===== config.mk =====
export PLATFORM = sky130hd
export DESIGN_NAME = cycle_interval_capture
export DESIGN_NICKNAME = d
export VERILOG_FILES = /design/src/rtl/cycle_interval_capture.sv
export SDC_FILE = /design/constraint.sdc
export NUM_CORES = 1
export LEC_CHECK = 0
export CORE_UTILIZATION = 43
export CTS_CLUSTER_SIZE = 40
export DETAILED_ROUTE_END_ITERATION = 7
export GPL_ROUTABILITY_DRIVEN = 1
export PLACE_DENSITY = 0.74
export SYNTH_ARGS = -nofsm -noshare
export SYNTH_HDL_FRONTEND = slang
export SYNTH_SLANG_ARGS = --single-unit

===== constraint.sdc =====
create_clock -name clk -period 2.1 [get_ports clk]
set_clock_uncertainty 0.15 [all_clocks]
set_input_delay 0.21 -clock clk [delete_from_list [all_inputs] [get_ports clk]]
set_output_delay 0.21 -clock clk [all_outputs]
set_load 0.005 [all_outputs]

===== src/rtl/cycle_interval_capture.sv =====
// Measures clock cycles between start and stop pulses using an external free-running count.
// Define CAPTURE_MINMAX_EN to track the smallest and largest non-overflowed interval since reset.
module cycle_interval_capture #(
    parameter int CNT_W = 16
) (
    input  logic             clk,
    input  logic             rst,
    input  logic [CNT_W-1:0] count,
    input  logic             start,
    input  logic             stop,
    input  logic             abort,
    input  logic             rd_ready,
    output logic             busy,
    output logic [CNT_W-1:0] result,
    output logic             result_valid,
    output logic             overflow,
    output logic [CNT_W-1:0] min_interval,
    output logic [CNT_W-1:0] max_interval
);

    typedef enum logic [1:0] {
        IDLE,
        RUN,
        DONE
    } state_t;

    state_t           state;
    state_t           state_next;
    logic [CNT_W-1:0] start_cnt;
    logic             wrap;
    logic [CNT_W-1:0] elapsed;
    logic             count_hit;
    logic             stop_ovf;
    logic             capture;

    // Modulo subtraction gives the interval directly; a repeat of the start count means a full period passed.
    assign elapsed   = count - start_cnt;
    assign count_hit = (count == start_cnt);
    assign stop_ovf  = wrap | count_hit;
    assign capture   = (state == RUN) && stop && !abort;

    always_ff @(posedge clk) begin
        if (rst) begin
            state <= IDLE;
        end else begin
            state <= state_next;
        end
    end

    always_comb begin
        state_next   = state;
        busy         = 1'b0;
        result_valid = 1'b0;
        unique case (state)
            IDLE: begin
                if (start) begin
                    state_next = RUN;
                end
            end
            RUN: begin
                busy = 1'b1;
                if (abort) begin
                    state_next = IDLE;
                end else if (stop) begin
                    state_next = DONE;
                end
            end
            DONE: begin
                result_valid = 1'b1;
                if (rd_ready) begin
                    state_next = IDLE;
                end
            end
            default: begin
                state_next = IDLE;
            end
        endcase
    end

    always_ff @(posedge clk) begin
        if (rst) begin
            start_cnt <= '0;
            wrap      <= 1'b0;
            result    <= '0;
            overflow  <= 1'b0;
        end else begin
            if (state == IDLE && start) begin
                start_cnt <= count;
                wrap      <= 1'b0;
            end
            // The wrap flag stays set until the next start so a later stop still reports aliasing.
            if (state == RUN && !abort) begin
                if (stop) begin
                    result   <= elapsed;
                    overflow <= stop_ovf;
                end else if (count_hit) begin
                    wrap <= 1'b1;
                end
            end
        end
    end

`ifdef CAPTURE_MINMAX_EN
    always_ff @(posedge clk) begin
        if (rst) begin
            min_interval <= '1;
            max_interval <= '0;
        end else if (capture && !stop_ovf) begin
            if (elapsed < min_interval) begin
                min_interval <= elapsed;
            end
            if (elapsed > max_interval) begin
                max_interval <= elapsed;
            end
        end
    end
`else
    logic unused_capture;
    assign unused_capture = capture;
    assign min_interval   = '0;
    assign max_interval   = '0;
`endif

endmodule


==> metrics.md, run 1 <==
| Metric | Value |
|---|---|
| Status | complete, no violations |
| Buffers on Ports | 40 |
| Routed WL per cell | 12.8 um |
| Reg clk slew, reported paths | 0.08 ns |
| Slew Viols, Final | 0 |
| Cell Pwr Density | 570 nW/um2 |
| Vias/cell | 4.94 |
| Reg2Reg Setup Slack | 0.04 ns |
| Critical Path RT | 2.17 ns |
| Worst Path Arrival | 2.13 ns |
| Post-synth ARST share | 0% |
| Slowest cell on crit path | fa_2 |
| Clk_lat worst skew | 0.29 ns |
| Syn Area/Cell | 7.84 um2 |
| Die area | 6140 um2 |
| Max cap viols | 0 |
| Dpl hpwl | 4.31 mm |
| Post-Synthesis Cell Area | 2510 um2 |
| Cell Area, Placed | 3110 um2 |
| Die Wd | 78.4 um |
| Pre-antenna DRT Iters | 4 |
| Worst setup SP type | flop |
| Static leakage power | 1.43 nW |
| Synth Warn # | 0 |
| Crit path capture type | flop |
| Remaining Overflow, GRT | 0 |
| Most frequent cells in the layout | nand2_1 (54), buf_4 (46), clkdlybuf4s50_1 (33) |
| WS Path Type | reg -> reg |
| Final instance area | 3500 um2 |
| Vias in the first global route | 2,133 |
| Sequential fraction of the synthesis area | 28.7% |
| Distinct cells, synth | 58 |
| Hold_buf cts | 0 |
| DR iter-0 viols | 119 |
| Share of cells above drive strength 1 | 25.8% |
| Final nets | 437 |
| Area grow syn2layout | 39.5% |
| Pre-CTS setup slack | -0.527 ns |
| Final setup viols | 0 |
| Drc violations | 0 |
| Num CTS Buffers | 5 |
| CTS tree | built |
| Post-Synthesis Cells | 320 |
| Top cell family by delay on the critical path | compound AO/OA/AOI/OAI gates |
| DRT Wirelength | 6.05 mm |
| H-tree level count | 2 |
| Gr usage total | 20.4% |
| Antenna violations before repair | 0 |
| CP peak stage delay | 0.37 ns |
| Placer congestion estimate | 0.881 |
| Max Freq | 0.486 GHz |
| Via Count | 2,331 |
| First-pass GRT wire length | 9.72 mm |
| Pin count of the biggest net entering global routing | 25 |
| Final setup margin | 0.0411 ns |
| Cell Rows | 27 |
| Class of the worst hold path | in -> reg |
| Max VDD drop | 334 uV |
| # IOs | 73 |
| Post-synth EDFFs | 0 |
| Tmin final | 2.06 ns |
| Core area | 5570 um2 |
| Clock Sinks | 36 |
| Fin Hold WS | 0.0925 ns |
| Post-route ant nets | 0 |
| Die extent in y | 78.4 um |
| Post-synth top flop | dfxtp_1 |
| Crit path buf inv count | 0 |
| Crit path max fanout | 3 |
| Total negative setup slack | 0 ns |
| CTS Buffer Depth | 2 |
| Crit share post-route | 98.0% |
| Fin. Hold Viols | 0 |
| Root buf cell | clkbuf_8 |
| Initial Util | 45.0% |
| Critical Path, Cell by Cell | ha_4, fa_2, nor2b_4, o21ai_4, a21oi_2, nor2_1, o31a_1, o211ai_1 |
| Yosys reg bits | 36 |
| Post-layout util | 62.8% |
| Commonest non-fill, non-tap cell in the layout | nand2_1 |
| RSZ-0062 raised after global routing | true |
| Antenna diode count | 0 |
[sequential cells by signal, indices dropped and copies added, names as in the netlist]
register,count
overflow,1
start_cnt,16
wrap,1
state,2
result,16
[final timing paths]
| path | startpoint | to | cells past startpoint |
|---|---|---|---|
| worst max register to register | start_cnt[0] | result[14] | 8 |
| worst min-delay path | count[11] | start_cnt[11] | 3 |
| worst max-delay path | start_cnt[0] | result[14] | 8 |
| worst min register to register | result[4] | result[4] | 2 |
[report_power, final]
group | switching [mW] | internal, mW | leakage, nW | total (mW)
clock | 0.261 | 0.351 | 0.0541 | 0.613
sequential | 0.0169 | 0.715 | 0.296 | 0.731
combinational | 0.320 | 0.331 | 1.08 | 0.651
[layout make-up]
type / count / area (um2)
Timing Repair Buffer: 89 / 795
Multi-Input combinational cell: 247 / 1700
Clock buffer: 5 / 68.8
Tap cell: 72 / 90.1
Clock inverter: 3 / 42.5
Inverter: 20 / 75.1
Sequential cell: 36 / 728
Fill cell: 470 / 2080
[kinds of logic (layout without fill, tap and decap cells)]
family,count (synthesis),count (layout),share of synthesized area (%)
AND/OR/NAND/NOR,112,112,22.3
buffers and inverters,68,117,16.8
AO/OA/AOI/OAI,81,81,21.6
multiplexers,1,1,0.399
adder cells (fa/ha/maj),16,16,8.28
XOR/XNOR,5,5,1.75
flip-flops,36,36,28.7
other,1,32,0.149
[metal layers]
layer | share of wire, % | wire length [um] | GRT usage [%]
met5 | 0 | 0 | 0
met4 | 1.9 | 114 | 7.22
met3 | 3.9 | 236 | 4.07
met2 | 47 | 2850 | 35.1
met1 | 47 | 2840 | 25.2
[repair_timing]
action / CTS / global route
setup buffers: 3 / 4
pin swaps: 20 / 12
resized for setup: 29 / 20
setup endpoints to repair: 7 / 9
gates cloned: 0 / 0
[through the flow]
| step | cells | power (mW) |
|---|---|---|
| after floorplan | 351 | 1.11 |
| final | 472 | 2.00 |
| after detailed placement | 458 | 1.29 |
| after global placement | 458 | 1.28 |
| after global routing | 472 | 2.11 |
| after CTS | 469 | 1.95 |
[tightest hold or removal path: cells and delay by family]
family                 cells  cell delay [ns]
AND/OR/NAND/NOR            1             0.07
buffers and inverters      1             0.16
AO/OA/AOI/OAI              1             0.05
[synthesized netlist by cell type (2+ instances only)]
master / n / area (um2)
nand2_1: 54 / 203
a21oi_1: 36 / 180
dfxtp_1: 36 / 721
buf_4: 32 / 240
inv_1: 20 / 75.1
ha_1: 15 / 188
nor2_1: 13 / 48.8
clkbuf_1: 8 / 30.0
nand3b_1: 8 / 60.1
o21ai_0: 7 / 35.0
a21o_1: 6 / 45.0
or3_1: 6 / 37.5
a211oi_1: 5 / 37.5
nand3_1: 5 / 25.0
nor3_1: 5 / 25.0
o211ai_1: 5 / 37.5
nor2b_1: 4 / 25.0
buf_6: 3 / 33.8
nor3b_1: 3 / 22.5
xnor2_1: 3 / 26.3
a21o_2: 2 / 17.5
a31oi_1: 2 / 12.5
clkbuf_2: 2 / 10.0
clkbuf_8: 2 / 27.5
nand2b_1: 2 / 12.5
o21a_1: 2 / 15.0
o21ai_1: 2 / 10.0
xor2_1: 2 / 17.5
Note: power is estimated with default switching activity, not from simulation.
==> run 2, diff against run 1 <==
Settings changed: GPL_TIMING_DRIVEN from default to 0.
==> metrics.md, run 2 (synthesis gave the netlist of run 1 again) <==
| Metric | Value |
|---|---|
| Status | finished with violations |
| Failing checks | setup timing |
| RSZ-0062 raised after global routing | true |
| Fin. Hold Viols | 0 |
| Pin count of the biggest net entering global routing | 12 |
| Via Count | 2,369 |
| Routed WL per cell | 12.6 um |
| Die extent in y | 78.4 um |
| Switching share of power | 29.8% |
| Crit path max fanout | 6 |
| Crit path buf inv count | 1 |
| Most frequent cells in the layout | nand2_1 (52), buf_4 (52), conb_1 (32), clkdlybuf4s50_1 (32), dfxtp_1 (32) |
| Int Power | 1.41 mW |
| Antenna diode count | 0 |
| Worst r2r path cells | 9 |
| Total negative setup slack | -0.0936 ns |
| Min-delay src | count[7] |
| # IOs | 73 |
| Reg clk slew, reported paths | 0.08 ns |
| Max Freq | 0.456 GHz |
| Remaining Overflow, GRT | 0 |
| DR iter-0 viols | 142 |
| Clk_lat worst skew | 0.29 ns |
| Met3 usage | 2.79% |
| Vias in the first global route | 2,162 |
| Top cell family by delay on the critical path | compound AO/OA/AOI/OAI gates |
| H-tree level count | 2 |
| Placer congestion estimate | 0.842 |
| Die area | 6140 um2 |
| Cell Pwr Density | 549 nW/um2 |
| CP peak stage delay | 0.47 ns |
| Comb pwr share | 33.5% |
| Tmin final | 2.19 ns |
| CTS Buffer Depth | 2 |
| Worst r2r src | start_cnt[10] |
| Crit path launch | count[11] |
| Critical Path RT | 2.12 ns |
| Antenna violations before repair | 0 |
| First-pass GRT wire length | 10.1 mm |
| Met2 global-route usage | 35.4% |
| Gr usage total | 20.9% |
| Vias/cell | 4.83 |
| Cell Rows | 27 |
| Worst Path Arrival | 2.21 ns |
| Crit path capture type | flop |
| Hold Crit Depth | 3 |
| Final setup viols | 1 |
| GR peak layer | met2 |
| Die Wd | 78.4 um |
| Post-route ant nets | 0 |
| Max cap viols | 0 |
| Pre-antenna DRT Iters | 4 |
| Top cell by count, worst path | a211oi_2 |
| Slew Viols, Final | 0 |
| Pre-CTS setup slack | -0.615 ns |
| Area grow syn2layout | 46.2% |
| Final nets | 455 |
| Class of the worst hold path | in -> reg |
| Buffers on Ports | 39 |
| WS Path Type | in -> reg |
| CP Depth | 8 |
| Root buf cell | clkbuf_8 |
| M1 GR Usage | 27.7% |
| Initial Util | 45.0% |
| Final setup margin | -0.0936 ns |
| Max VDD drop | 446 uV |
| Critical Path, Cell by Cell | clkdlybuf4s50_1, ha_4, and4_4, nand4_1, a211oi_2, o32ai_2, xnor2_1, a211oi_2 |
| CTS tree | built |
| Dpl hpwl | 4.49 mm |
| Slowest cell on crit path | clkdlybuf4s50_1 |
| Sw Pwr | 0.599 mW |
| Clock power share | 30.2% |
| Slew margin rel. | 60.4% |
| Slew at the pin with the worst max-slew slack | 0.594 ns |
| Core area | 5570 um2 |
| Num CTS Buffers | 5 |
| Clock Sinks | 36 |
| DRT Wirelength | 6.18 mm |
| Largest registers | result x16, start_cnt x16, state x2 |
| Drc violations | 0 |
| FILL cells | 464 |
| Crit share post-route | 104% |
| Worst setup SP type | primary input |
| Static leakage power | 1.53 nW |
| Share of cells above drive strength 1 | 28.7% |
| Flop pwr share | 36.3% |
-- run 2: cell types whose count changed in the layout (fill, tap and decap cells not counted), moves of 3 or more --
cell,delta
clkbuf_2,+3
buf_4,+6
clkbuf_1,+7
buf_6,+3
-- run 2: worst register-to-register path: stages (launching register included) --
cell	delay (ns)
dfxtp_2	0.32
inv_1	0.05
ha_4	0.26
buf_6	0.10
and4_4	0.22
nand4_1	0.17
a211oi_2	0.27
o32ai_2	0.12
xnor2_1	0.29
a211oi_2	0.11
-- run 2: path summary, 6_finish.rpt --
kind / slack [ns] / end
worst max-delay path: -0.09 / result[15]
worst min register to register: 0.30 / start_cnt[10]
worst max register to register: -0.09 / result[15]
worst min-delay path: 0.08 / start_cnt[7]
-- run 2: metrics by stage --
step                hold WS [ns]  util [%]  area [um2]  instances  power, mW
detailed placement         0.295      55.7        3110        462       1.25
finish                    0.0773      65.8        3670        490       2.01
global placement           0.292      55.7        3110        462       1.24
global route              0.0957      65.8        3670        490       2.13
CTS                        0.119      61.7        3440        482       1.93
floorplan                  0.194         -        2630        351       1.11
-- run 2: per-layer routing --
layer,up-vias,part of all wire (%)
met5,-,0
met4,0,0.86
met3,4,4.3
met2,66,47
met1,1064,48
li1,1235,-
-- run 2: layout make-up --
cell class	count	area, um2	share of cell area [%]
Clock inverter	2	35.0	0.955
Buffer	48	362	9.86
Timing Repair Buffer	59	547	14.9
Inverter	20	75.1	2.05
Clock buffer	6	72.6	1.98
Tap cell	72	90.1	2.46
Sequential cell	36	726	19.8
Multi-Input combinational cell	247	1760	48.0
-- run 2: power groups by stage --
stage	combinational, mW	sequential [mW]	clock, mW
2_1_floorplan	0.363	0.744	0
3_3_place_gp	0.499	0.745	0
3_5_place_dp	0.505	0.746	0
4_1_cts	0.584	0.730	0.618
5_1_grt	0.740	0.735	0.652
6_report	0.675	0.731	0.607
-- run 2: what timing repair did --
| item | 4_1_cts | 5_1_grt |
|---|---|---|
| pin swaps | 22 | 21 |
| gates resized for setup | 32 | 37 |
| buffers inserted | 12 | 8 |
| hold buffers | 0 | 0 |
| endpoints found under the setup margin | 8 | 14 |
